### src/rtl/redraw_pkg.sv
`default_nettype none
// +----------------------------------------------------------------------+
// | redraw_pkg                                                           |
// | Shared state encoding, coordinate width and scan-end helper.         |
// | Revision: 1.0                                                        |
// +----------------------------------------------------------------------+
package redraw_pkg;

    localparam int XY_W = 5;

    typedef enum logic [2:0] {
        ST_IDLE       = 3'd0,
        ST_WAIT_FRAME = 3'd1,
        ST_FULL_SCAN  = 3'd2,
        ST_CELL_DRAW  = 3'd3,
        ST_FINISH     = 3'd4
    } redraw_state_t;

    // True on the bottom-right cell of an n x n board.
    function automatic logic last_cell(
        input logic [XY_W-1:0] x,
        input logic [XY_W-1:0] y,
        input logic [XY_W-1:0] n
    );
        return (x == n - XY_W'(1)) && (y == n - XY_W'(1));
    endfunction

endpackage
`default_nettype wire

### src/rtl/redraw_scheduler_cnt.sv
`default_nettype none
// +----------------------------------------------------------------------+
// | redraw_scheduler_cnt                                                 |
// | Row-major array-timing counter stepping one cell per handshake.      |
// | Revision: 1.0                                                        |
// +----------------------------------------------------------------------+
module redraw_scheduler_cnt
    import redraw_pkg::*;
#(
    parameter int LVL_W = 2
) (
    input  logic             clk,
    input  logic             rst,
    input  logic             clear,
    input  logic             counting,
    input  logic [LVL_W-1:0] level,
    input  logic [XY_W-1:0]  n,
    output logic [XY_W-1:0]  x,
    output logic [XY_W-1:0]  y,
    output logic             wrap
);

    logic [XY_W-1:0] r_x;
    logic [XY_W-1:0] r_y;
    logic            w_row_end;
    logic            w_step;

    assign w_row_end = (r_x == n - XY_W'(1));
    assign wrap      = last_cell(r_x, r_y, n);
    assign w_step    = counting && (level != '0);

    // On the final cell x returns to 0 while y stays on the last row.
    always_ff @(posedge clk) begin
        if (rst || clear) begin
            r_x <= '0;
            r_y <= '0;
        end else if (w_step) begin
            if (w_row_end) begin
                r_x <= '0;
                if (!wrap) begin
                    r_y <= r_y + XY_W'(1);
                end
            end else begin
                r_x <= r_x + XY_W'(1);
            end
        end
    end

    assign x = r_x;
    assign y = r_y;

endmodule
`default_nettype wire

### src/rtl/redraw_scheduler.sv
`default_nettype none
// +----------------------------------------------------------------------+
// | redraw_scheduler                                                     |
// | Frame-aligned arbiter feeding full-board and single-cell redraws.    |
// | Revision: 1.0                                                        |
// +----------------------------------------------------------------------+
module redraw_scheduler #(
    parameter int XY_W  = 5,
    parameter int LVL_W = 2
) (
    input  logic             clk,
    input  logic             rst,
    input  logic [LVL_W-1:0] level,
    input  logic [XY_W-1:0]  button_num,
    input  logic             frame_start,
    input  logic             full_req,
    input  logic             cell_req,
    input  logic [XY_W-1:0]  cell_x,
    input  logic [XY_W-1:0]  cell_y,
    input  logic             draw_ack,
    output logic             draw_valid,
    output logic [XY_W-1:0]  draw_x,
    output logic [XY_W-1:0]  draw_y,
    output logic             busy,
    output logic             done
);

    import redraw_pkg::*;

    redraw_state_t    r_state;
    redraw_state_t    w_state_next;

    logic             r_pend_full;
    logic             r_pend_cell;
    logic [XY_W-1:0]  r_lat_x;
    logic [XY_W-1:0]  r_lat_y;
    logic [XY_W-1:0]  r_cell_x;
    logic [XY_W-1:0]  r_cell_y;
    logic [XY_W-1:0]  r_n;
    logic [LVL_W-1:0] r_level;
    logic             r_show_cnt;

    logic [XY_W-1:0]  w_cnt_x;
    logic [XY_W-1:0]  w_cnt_y;
    logic             w_wrap;
    logic             w_counting;
    logic             w_frame_go;
    logic             w_no_board;
    logic             w_cell_ok;
    logic             w_scan_start;
    logic             w_cell_start;

    assign w_frame_go   = (r_state == ST_WAIT_FRAME) && frame_start;
    assign w_no_board   = (level == '0);
    assign w_cell_ok    = (r_lat_x < button_num) && (r_lat_y < button_num);
    assign w_scan_start = w_frame_go && !w_no_board && r_pend_full;
    assign w_cell_start = w_frame_go && !w_no_board && !r_pend_full && w_cell_ok;
    assign w_counting   = (r_state == ST_FULL_SCAN) && draw_valid && draw_ack;

    // Board size and level are frozen at scan start so live changes cannot disturb the sweep.
    redraw_scheduler_cnt #(
        .LVL_W    (LVL_W)
    ) u_cnt (
        .clk      (clk),
        .rst      (rst),
        .clear    (w_scan_start),
        .counting (w_counting),
        .level    (r_level),
        .n        (r_n),
        .x        (w_cnt_x),
        .y        (w_cnt_y),
        .wrap     (w_wrap)
    );

    always_ff @(posedge clk) begin
        if (rst) begin
            r_state <= ST_IDLE;
        end else begin
            r_state <= w_state_next;
        end
    end

    always_comb begin
        w_state_next = r_state;
        case (r_state)
            ST_IDLE: begin
                if (r_pend_full || r_pend_cell) begin
                    w_state_next = ST_WAIT_FRAME;
                end
            end
            ST_WAIT_FRAME: begin
                if (frame_start) begin
                    if (w_no_board) begin
                        w_state_next = ST_FINISH;
                    end else if (r_pend_full) begin
                        w_state_next = ST_FULL_SCAN;
                    end else if (w_cell_ok) begin
                        w_state_next = ST_CELL_DRAW;
                    end else begin
                        w_state_next = ST_FINISH;
                    end
                end
            end
            ST_FULL_SCAN: begin
                if (draw_ack && w_wrap) begin
                    w_state_next = ST_FINISH;
                end
            end
            ST_CELL_DRAW: begin
                if (draw_ack) begin
                    w_state_next = ST_FINISH;
                end
            end
            ST_FINISH: begin
                w_state_next = ST_IDLE;
            end
            default: begin
                w_state_next = ST_IDLE;
            end
        endcase
    end

    always_comb begin
        draw_valid = 1'b0;
        busy       = 1'b0;
        done       = 1'b0;
        case (r_state)
            ST_IDLE:       busy = 1'b0;
            ST_WAIT_FRAME: busy = 1'b1;
            ST_FULL_SCAN: begin
                busy       = 1'b1;
                draw_valid = 1'b1;
            end
            ST_CELL_DRAW: begin
                busy       = 1'b1;
                draw_valid = 1'b1;
            end
            ST_FINISH: begin
                busy = 1'b1;
                done = 1'b1;
            end
            default: busy = 1'b1;
        endcase
    end

    // New requests are applied after the frame-time clear so that a request
    // landing on the frame_start cycle is kept for the following frame.
    always_ff @(posedge clk) begin
        if (rst) begin
            r_pend_full <= 1'b0;
            r_pend_cell <= 1'b0;
            r_lat_x     <= '0;
            r_lat_y     <= '0;
        end else begin
            if (w_frame_go) begin
                r_pend_full <= 1'b0;
                r_pend_cell <= 1'b0;
            end
            if (full_req) begin
                r_pend_full <= 1'b1;
            end
            if (cell_req && !r_pend_full) begin
                r_pend_cell <= 1'b1;
                r_lat_x     <= cell_x;
                r_lat_y     <= cell_y;
            end
        end
    end

    always_ff @(posedge clk) begin
        if (rst) begin
            r_cell_x   <= '0;
            r_cell_y   <= '0;
            r_n        <= '0;
            r_level    <= '0;
            r_show_cnt <= 1'b0;
        end else if (w_scan_start) begin
            r_n        <= button_num;
            r_level    <= level;
            r_show_cnt <= 1'b1;
        end else if (w_cell_start) begin
            r_cell_x   <= r_lat_x;
            r_cell_y   <= r_lat_y;
            r_show_cnt <= 1'b0;
        end
    end

    assign draw_x = r_show_cnt ? w_cnt_x : r_cell_x;
    assign draw_y = r_show_cnt ? w_cnt_y : r_cell_y;

endmodule
`default_nettype wire

### config.mk
export PLATFORM = sky130hd
export DESIGN_NAME = redraw_scheduler
export DESIGN_NICKNAME = d
export VERILOG_FILES = /design/src/rtl/redraw_pkg.sv /design/src/rtl/redraw_scheduler_cnt.sv /design/src/rtl/redraw_scheduler.sv
export SDC_FILE = /design/constraint.sdc
export NUM_CORES = 1
export LEC_CHECK = 0
export BUFFER_PORTS_ARGS = -buffer_cell sky130_fd_sc_hd__buf_2
export CAP_MARGIN = 20
export CORE_MARGIN = 2
export CORE_UTILIZATION = 45
export DETAILED_ROUTE_END_ITERATION = 8
export PLACE_DENSITY = 0.76
export SETUP_SLACK_MARGIN = 0.1
export SYNTH_ARGS = -nofsm -noshare
export SYNTH_HDL_FRONTEND = slang
export SYNTH_SLANG_ARGS = --single-unit
### constraint.sdc
create_clock -name clk -period 3 [get_ports clk]
set_input_delay 0.6 -clock clk [delete_from_list [all_inputs] [get_ports clk]]
set_output_delay 0.6 -clock clk [all_outputs]
set_load 0.005 [all_outputs]
==> metrics, run 1 <==
CTS Buf Count 5; initial antenna violation count 0; total setup buffers inserted after CTS 0; RSZ-0062 raised after global routing no; share of the synthesized area in the top cell type 36.08%; Sw Ratio 26.51%; reg2reg path depth 8; Synth Net Count 296; worst reg2reg startpoint r_n[0]$_SDFFE_PP0P_; Reg clk slew, reported paths 0.08 ns; DR DRC count 0; Worst Hold Class flop to flop; Ant. Diodes 0; share of layout cells above drive strength 1 23.39%; largest net degree at the start of global routing 41; die height 76.82 µm; Synth cell types 50; Final nets 328; Synth area leader dfxtp_1; register bit total from synthesis 43; clock share of power 33.7%; FP Rows 26; Root Driver clkbuf_8; TritonCTS clock tree done; period utilisation layout 80.71%; Synth top cells by count dfxtp_1 (43), nor2_1 (34), nand2_1 (29), mux2i_1 (22), a21oi_1 (16); P_leak 1.128 nW; Rel. slew slack 52.40%; top cells by area, synth dfxtp_1 (36%), mux2i_1 (9.2%), ha_1 (5.8%), nor2_1 (5.3%), mux2_2 (4.7%); Core Util, Final 52.96%; # H-tree levels 2; final WL 5006 µm; Req. time, crit path 3.16 ns; Port Buffers 35; final clock skew 0.005784 ns; Max Freq 413.0 MHz; Hold Path Origin r_lat_y[0]$_SDFFE_PP0P_; Yosys warning count 0; Setup crit end kind flop; Setup TNS 0 ns; Syn Inst Count 262; Post-synth EDFFs 0; drt wl/cell 13.72 µm; routed wl met3 147 µm; Area growth syn-to-layout 13.37%; DR iter-0 viols 106; worst slew pin tran 0.7140 ns; Worst Setup SP r_n[0]$_SDFFE_PP0P_; first-pass iteration count of the detailed router 5; P_int 0.8820 mW; Net Sw Power 0.3181 mW; Post-DRT Antenna Nets 0; Worst EP arrival 2.58 ns; clk_lat worst skew 0.29 ns; status completed; vias after detailed routing 1880; Tot GR Track Use 17.61%; Flop pwr share 51.4%; maxcap violations 0; Critical Path End u_cnt.y[1]$_SDFFE_PP0P_; worst-case clock buffer depth 2; leading cell type by number of instances after synthesis dfxtp_1; Final Max Tran Viols 0; met2 wire len 2402 µm; RePlAce Congestion 0.8301; pwr/cell area 443.7 mW/mm²; Syn Area/Cell 9.107 µm²; Post-Synthesis Cell Area 0.002386 mm²; Crit Path Max Fanout 5; DP HPWL 3814 µm; Hold Violations, Final 0; Final Setup Violations 0; clk sink count 43; first-pass GRT wire length 8397 µm; Congestion Overflow GR 0; sequential area share after synthesis 36.08%; asr flop ratio synth 0%; wl on met1 2386 µm; internal reg-to-reg setup slack 0.58 ns; CP Class flop to flop; Core Region 0.005107 mm²; VDD IR max 328.3 µV; RR Endpoint u_cnt.y[1]$_SDFFE_PP0P_; vias in the first global route 1747; starting density of the core 46.72%; uppermost layer routed met4; CTS Hold Buffers Added 0; Die Area 0.005901 mm²; Final min period 2.421 ns; vias per inst 5.151; ys flop type dfxtp_1; startpoint types flop; Comb pwr share 15.0%; CTS resizes 0; width of the die 76.82 µm; I/O pins 36
## cell families after synthesis
family | after synthesis | share of synthesized area [%]
compound gates | 44 | 13.74
mux | 32 | 13.95
buf+inv | 24 | 4.352
simple gates | 93 | 19.40
flops | 43 | 36.08
xor+xnor | 15 | 6.712
fa+ha+maj | 11 | 5.768
## power groups by stage
stage / registers [mW] / clock network, mW / logic [mW]
6_report: 0.616 / 0.404 / 0.180
5_1_grt: 0.620 / 0.432 / 0.205
4_1_cts: 0.616 / 0.412 / 0.181
3_5_place_dp: 0.630 / 0 / 0.180
3_3_place_gp: 0.629 / 0 / 0.176
2_1_floorplan: 0.618 / 0 / 0.139
## layout by cell type, fill, tap and decap left out, types with 6 or more instances in the layout
cell type | Yosys | final
mux2_2 | 10 | 10
a21oi_1 | 16 | 16
nor2_1 | 34 | 34
xnor2_1 | 9 | 9
ha_1 | 11 | 11
clkbuf_8 | 0 | 7
mux2i_1 | 22 | 22
buf_2 | 2 | 35
inv_1 | 12 | 12
nand2_1 | 29 | 29
a211oi_1 | 6 | 6
dfxtp_1 | 43 | 43
nand2b_1 | 6 | 6
## critical path: stages (launching register included)
cell and delay, ns:
dfxtp_1 0.46, inv_1 0.08, ha_1 0.27, nor3b_2 0.20, a311oi_1 0.37, nand2_1 0.16, a2111oi_4 0.44, mux2i_1 0.27
nor3_2 0.05
## state kept, by name, indices dropped and copies added (netlist names)
| signal | count |
|---|---|
| r_lat_y | 5 |
| r_cell_x | 5 |
| r_pend_full | 1 |
| r_level | 2 |
| r_cell_y | 5 |
| r_show_cnt | 1 |
| r_state | 3 |
| r_pend_cell | 1 |
| u_cnt.y | 5 |
| r_n | 5 |
| r_lat_x | 5 |
| u_cnt.x | 5 |
## final cells by class
class                           count  area [µm²]
Tap cell                           70       87.58
Timing Repair Buffer               37       190.2
Clock buffer                        8       100.1
Sequential cell                    43       860.8
Fill cell                         502        2402
Inverter                           12       45.04
Multi-Input combinational cell    195        1421
## stage by stage
stage          cell area [µm²]  hold WS, ns  setup slack, ns  power [mW]  cells
5_1_grt                   2705       0.5066           0.4216       1.257    365
2_1_floorplan             2386       0.4439           0.5439      0.7569    262
4_1_cts                   2705       0.4771           0.5697       1.209    365
3_3_place_gp              2605       0.4568           0.4362      0.8042    357
6_report                  2705       0.4730           0.5788       1.200    365
3_5_place_dp              2605       0.4662           0.3178      0.8093    357
## worst min-delay path by stage
stage,end,slack (ns),cells after the start
6_report,r_lat_y[0]$_SDFFE_PP0P_,0.47,2
5_1_grt,r_lat_y[2]$_SDFFE_PP0P_,0.51,2
4_1_cts,r_lat_y[0]$_SDFFE_PP0P_,0.48,2
3_5_place_dp,r_lat_y[0]$_SDFFE_PP0P_,0.47,2
3_3_place_gp,r_lat_y[0]$_SDFFE_PP0P_,0.46,2
2_1_floorplan,r_lat_x[0]$_SDFFE_PP0P_,0.44,2
## metal layers
layer | global-route usage [%] | vias to the layer above
met5 | 0 | -
met4 | 6.545 | 0
met3 | 2.941 | 6
met2 | 29.47 | 34
met1 | 22.73 | 862
li1 | - | 978
(Power assumes the default switching activity.)
==> run 2: changes to the inputs <==
--- a/config.mk
+++ b/config.mk
@@ -10,7 +10,7 @@
 export CORE_MARGIN = 2
 export CORE_UTILIZATION = 45
 export DETAILED_ROUTE_END_ITERATION = 8
-export PLACE_DENSITY = 0.76
+export PLACE_DENSITY = 0.79
 export SETUP_SLACK_MARGIN = 0.1
 export SYNTH_ARGS = -nofsm -noshare
 export SYNTH_HDL_FRONTEND = slang
==> constraint.sdc (replaced) <==
create_clock -name clk -period 2.2 [get_ports clk]
set_input_delay 0.44 -clock clk [delete_from_list [all_inputs] [get_ports clk]]
set_output_delay 0.44 -clock clk [all_outputs]
set_load 0.005 [all_outputs]
==> run 2 against run 1 <==
  * Sequential power grew 36%
  * Sequential share of layout area down 2.7 points
  * First-iteration DRC count fell by 10%
  * Clock skew increased by 0.0052 ns
  * Cell area rose by 10%
  * Non-clock buffer count grew 16
  * Die area stayed put
  * Global-route usage is 1.9 points higher
  * Clock power increased by 55%
  * Power up 50%
  * Sequential cell count did not move
  * Largest power group unchanged
==> metrics, run 2 (same netlist as run 1, synthesis figures left out) <==
Root Driver clkbuf_8; Ant. Diodes 0; Setup WS pre-CTS -0.1561 ns; Worst Setup SP r_n[0]$_SDFFE_PP0P_; commonest non-fill, non-tap cell in the layout dfxtp_1; worst reg2reg startpoint r_n[0]$_SDFFE_PP0P_; width of the die 76.82 µm; clk_lat worst skew 0.30 ns; most frequent cells in the layout dfxtp_1 (39), buf_2 (35), nor2_1 (34), nand2_1 (29), mux2i_1 (19); Setup crit end kind flop; Rel. slew slack 51.13%; final WL 5757 µm; hold endpoint r_pend_full$_SDFFE_PP0P_; Hold Path Origin full_req; clk sink count 43; final clock skew 0.01100 ns; vias after detailed routing 2001; RR Endpoint u_cnt.y[1]$_SDFFE_PP0P_; Final Setup Violations 0; RePlAce Congestion 0.7991; Final Max Tran Viols 0; pwr/cell area 602.0 mW/mm²; DR DRC count 0; Port Buffers 35; DP HPWL 4100 µm; CTS Hold Buffers Added 0; first-pass iteration count of the detailed router 4; I/O pins 36; total power 1.797 mW; Crit Path Max Fanout 5; CP Class flop to flop; # H-tree levels 2; Final nets 344; starting density of the core 46.72%; die height 76.82 µm; CTS Buf Count 5; FP Rows 26; Hold Violations, Final 0; status completed; TritonCTS clock tree done; Tot GR Track Use 19.48%; reg2reg path depth 11; period utilisation layout 95.82%; Final min period 2.108 ns; VDD IR max 372.0 µV; Area growth syn-to-layout 25.07%; Req. time, crit path 2.37 ns; Worst EP arrival 2.28 ns; Hold Path Stages 3; Core Region 0.005107 mm²; maxcap violations 0; Die Area 0.005901 mm²; RSZ-0062 raised after global routing yes; internal reg-to-reg setup slack 0.09 ns; Max Freq 474.4 MHz; vias in the first global route 1897; worst-case clock buffer depth 2; Reg clk slew, reported paths 0.08 ns; Worst Hold Class input port to flop; P_leak 1.248 nW; worst slew pin tran 0.7331 ns; DR iter-0 viols 95; share of layout cells above drive strength 1 34.41%; fillers 442; first-pass GRT wire length 9114 µm; drt wl/cell 15.11 µm; vias per inst 5.252; startpoint types flop; Post-DRT Antenna Nets 0; Congestion Overflow GR 0; final worst slack 0.09194 ns; initial antenna violation count 0; largest net degree at the start of global routing 41
==> run 2: worst max path at each step <==
stage / endpoint
floorplan: u_cnt.y[1]$_SDFFE_PP0P_
CTS: u_cnt.y[1]$_SDFFE_PP0P_
detailed placement: r_cell_x[4]$_SDFFE_PP0P_
finish: u_cnt.y[1]$_SDFFE_PP0P_
global placement: r_cell_x[4]$_SDFFE_PP0P_
global route: u_cnt.y[1]$_SDFFE_PP0P_
==> run 2: report_power, final <==
group	leakage (nW)	switching, mW	internal [mW]
sequential	0.351	0.0341	0.805
combinational	0.839	0.170	0.161
clock	0.0581	0.288	0.338
total	1.25	0.492	1.30
==> run 2: metrics by stage <==
step / cell area [µm²] / util, % / instances / TNS (ns) / hold slack [ns]
finish: 2984 / 58.43 / 381 / 0 / 0.3467
detailed placement: 2696 / 52.79 / 367 / -1.422 / 0.4739
CTS: 2899 / 56.76 / 378 / 0 / 0.3404
global route: 2984 / 58.43 / 381 / -0.02059 / 0.3535
floorplan: 2402 / - / 262 / 0 / 0.4439
global placement: 2696 / 52.79 / 367 / -0.5770 / 0.4597
==> run 2: layer usage <==
layer	wire length, µm	global-route usage, %	share of wire, %	vias to the layer above
li1	-	-	-	1004
met4	98	6.909	1.7	0
met2	2928	33.60	51	44
met3	209	3.647	3.6	7
met5	0	0	0	-
met1	2520	24.21	44	946
==> run 2: what timing repair did <==
item	in CTS	in global routing
endpoints found under the setup margin	15	23
cloned	1	0
resized for setup	17	14
pin swaps	4	5
setup buffers	2	3
==> run 2: final cells by class <==
| class | count | area, µm² | share of cell area (%) |
|---|---|---|---|
| repair buffers | 53 | 317.8 | 10.65 |
| inverters | 12 | 45.04 | 1.509 |
| clock inverters | 3 | 43.79 | 1.468 |
| well taps | 70 | 87.58 | 2.935 |
| flip-flops and latches | 43 | 868.3 | 29.10 |
| multi-input cells | 195 | 1553 | 52.03 |
| clock buffers | 5 | 68.82 | 2.306 |
==> run 2: worst max-delay path, stage by stage (launching register included) <==
cell and delay (ns):
dfxtp_2 0.33, inv_2 0.06, ha_4 0.16, nor3b_4 0.22, buf_6 0.14, xnor2_4 0.11, nor4_4 0.05, buf_4 0.15
a2111oi_4 0.26, buf_4 0.20, mux2i_2 0.24, nor3_2 0.05
==> run 3: changes to the inputs <==
--- a/config.mk
+++ b/config.mk
@@ -8,9 +8,9 @@
 export BUFFER_PORTS_ARGS = -buffer_cell sky130_fd_sc_hd__buf_2
 export CAP_MARGIN = 20
 export CORE_MARGIN = 2
-export CORE_UTILIZATION = 45
+export CORE_UTILIZATION = 30
 export DETAILED_ROUTE_END_ITERATION = 8
-export PLACE_DENSITY = 0.79
+export PLACE_DENSITY = 0.6
 export SETUP_SLACK_MARGIN = 0.1
 export SYNTH_ARGS = -nofsm -noshare
 export SYNTH_HDL_FRONTEND = slang
==> run 3 against run 2 <==
  * Via count down 1.9%
  * Final cell count up 9.4%
  * Sequential cell count unchanged
  * Maximum frequency up 2.1%
  * Combinational power down 1%
  * Worst setup slack better by 0.043 ns
  * Core utilization down 19 points
  * Cell area up 2.4%
  * Hold slack better by 0.010 ns
  * Sequential share of layout area down 0.72 points
  * Clock power down 23%
  * Critical path depth down 2
  * Critical path type unchanged
  * Largest power group unchanged
  * Highest routed layer unchanged
==> metrics, run 3 (same netlist as run 1, synthesis figures left out) <==
status completed; vias in the first global route 1920; final clock skew 0.009626 ns; Core Util, Final 39.54%; Max Freq 484.2 MHz; Final Setup Violations 0; CTS Hold Buffers Added 0; FP Rows 32; Worst Hold Class input port to flop; CP Class flop to flop; Post-DRT Antenna Nets 0; Hold Violations, Final 0; Setup TNS 0 ns; Req. time, crit path 2.36 ns; Final Max Tran Viols 0; vias per inst 4.705; Final min period 2.065 ns; worst-case clock buffer depth 2; Rel. slew slack 51.07%; Net Sw Power 0.4585 mW; first-pass iteration count of the detailed router 4; Flop pwr share 51.0%; Comb pwr share 19.8%; die height 93.18 µm; width of the die 93.18 µm; worst slew pin tran 0.7339 ns; placed cell areas 0.002759 mm²; maxcap violations 0; Area growth syn-to-layout 28.05%; Setup crit end kind flop; Final nets 348; largest net degree at the start of global routing 41; Core Region 0.007727 mm²; VDD IR max 203.3 µV; starting density of the core 30.88%; startpoint types flop; final WL 5763 µm; P_leak 1.261 nW; Congestion Overflow GR 0; Root Driver clkbuf_8; RePlAce Congestion 0.7991; DR iter-0 viols 62; # H-tree levels 2; Die Area 0.008683 mm²; DR DRC count 0; P_int 1.191 mW; Tot GR Track Use 13.55%; Ant. Diodes 0; Reg clk slew, reported paths 0.08 ns; TritonCTS clock tree done; first-pass GRT wire length 9197 µm; clk sink count 43; initial antenna violation count 0; pwr/cell area 539.9 mW/mm²; Sw Ratio 27.80%; Final Non-Filler Cells 417; RSZ-0062 raised after global routing yes; drt wl/cell 13.82 µm; CTS Buf Count 5; most frequent cells in the layout dfxtp_1 (38), buf_2 (35), nor2_1 (34), nand2_1 (29), mux2i_1 (21); post-route cell area 0.003055 mm²; Worst EP arrival 2.23 ns; I/O pins 36; period utilisation layout 93.88%; share of layout cells above drive strength 1 34.92%; commonest non-fill, non-tap cell in the layout dfxtp_1; clk_lat worst skew 0.30 ns; Crit Path Max Fanout 5; vias after detailed routing 1962; Inst Count DP 402; Port Buffers 35; clock share of power 29.2%; DP HPWL 4326 µm
run 3: metal layers:
layer	share of wire, %	vias up	wire length, µm	track usage, %
li1	-	1014	-	-
met3	2.8	9	164	3.143
met1	46	910	2635	16.14
met5	0	-	0	0
met2	50	29	2861	23.49
met4	1.8	0	102	5.392
run 3: what timing repair did:
item	in CTS	in global routing
endpoints found under the hold margin	0	0
pin swaps	7	10
setup endpoints to repair	5	23
gates resized for setup	12	17
buffers inserted	4	3
run 3: final timing paths:
kind | start | end | slack [ns] | depth (start not counted)
min | full_req | r_pend_full$_SDFFE_PP0P_ | 0.36 | 3
min reg2reg | r_lat_x[0]$_SDFFE_PP0P_ | r_lat_x[0]$_SDFFE_PP0P_ | 0.47 | 2
max reg2reg | r_n[1]$_SDFFE_PP0P_ | u_cnt.y[1]$_SDFFE_PP0P_ | 0.13 | 9
max | r_n[1]$_SDFFE_PP0P_ | u_cnt.y[1]$_SDFFE_PP0P_ | 0.13 | 9
run 3: layout make-up:
type	count	area [µm²]
Sequential cell	43	867.1
Clock buffer	7	76.32
Multi-Input combinational cell	195	1587
Fill cell	782	4672
Clock inverter	1	5.005
Timing Repair Buffer	57	347.8
Tap cell	102	127.6
Inverter	12	45.04
run 3: through the flow:
stage,hold WS [ns],setup WS (ns),power (mW)
global placement,0.4564,-0.05730,1.130
detailed placement,0.4660,-0.1230,1.135
CTS,0.3538,0.09762,1.633
floorplan,0.4439,0.1033,1.034
finish,0.3569,0.1346,1.650
global route,0.3686,0.01218,1.738
run 3: power groups by stage:
stage	clock network, mW	logic [mW]	registers (mW)
after detailed placement	0	0.278	0.857
final	0.482	0.327	0.841
after global placement	0	0.274	0.856
after floorplan	0	0.191	0.843
after CTS	0.498	0.296	0.839
after global routing	0.533	0.360	0.845
run 3: worst max-delay path, cell delays in order, from the launching register on:
cell and delay [ns]:
dfxtp_2 0.34, inv_2 0.05, ha_4 0.17, nor3b_4 0.15
a311oi_2 0.28, nand2_1 0.15, a2111oi_4 0.33, buf_4 0.20
mux2i_2 0.22, nor3_2 0.05
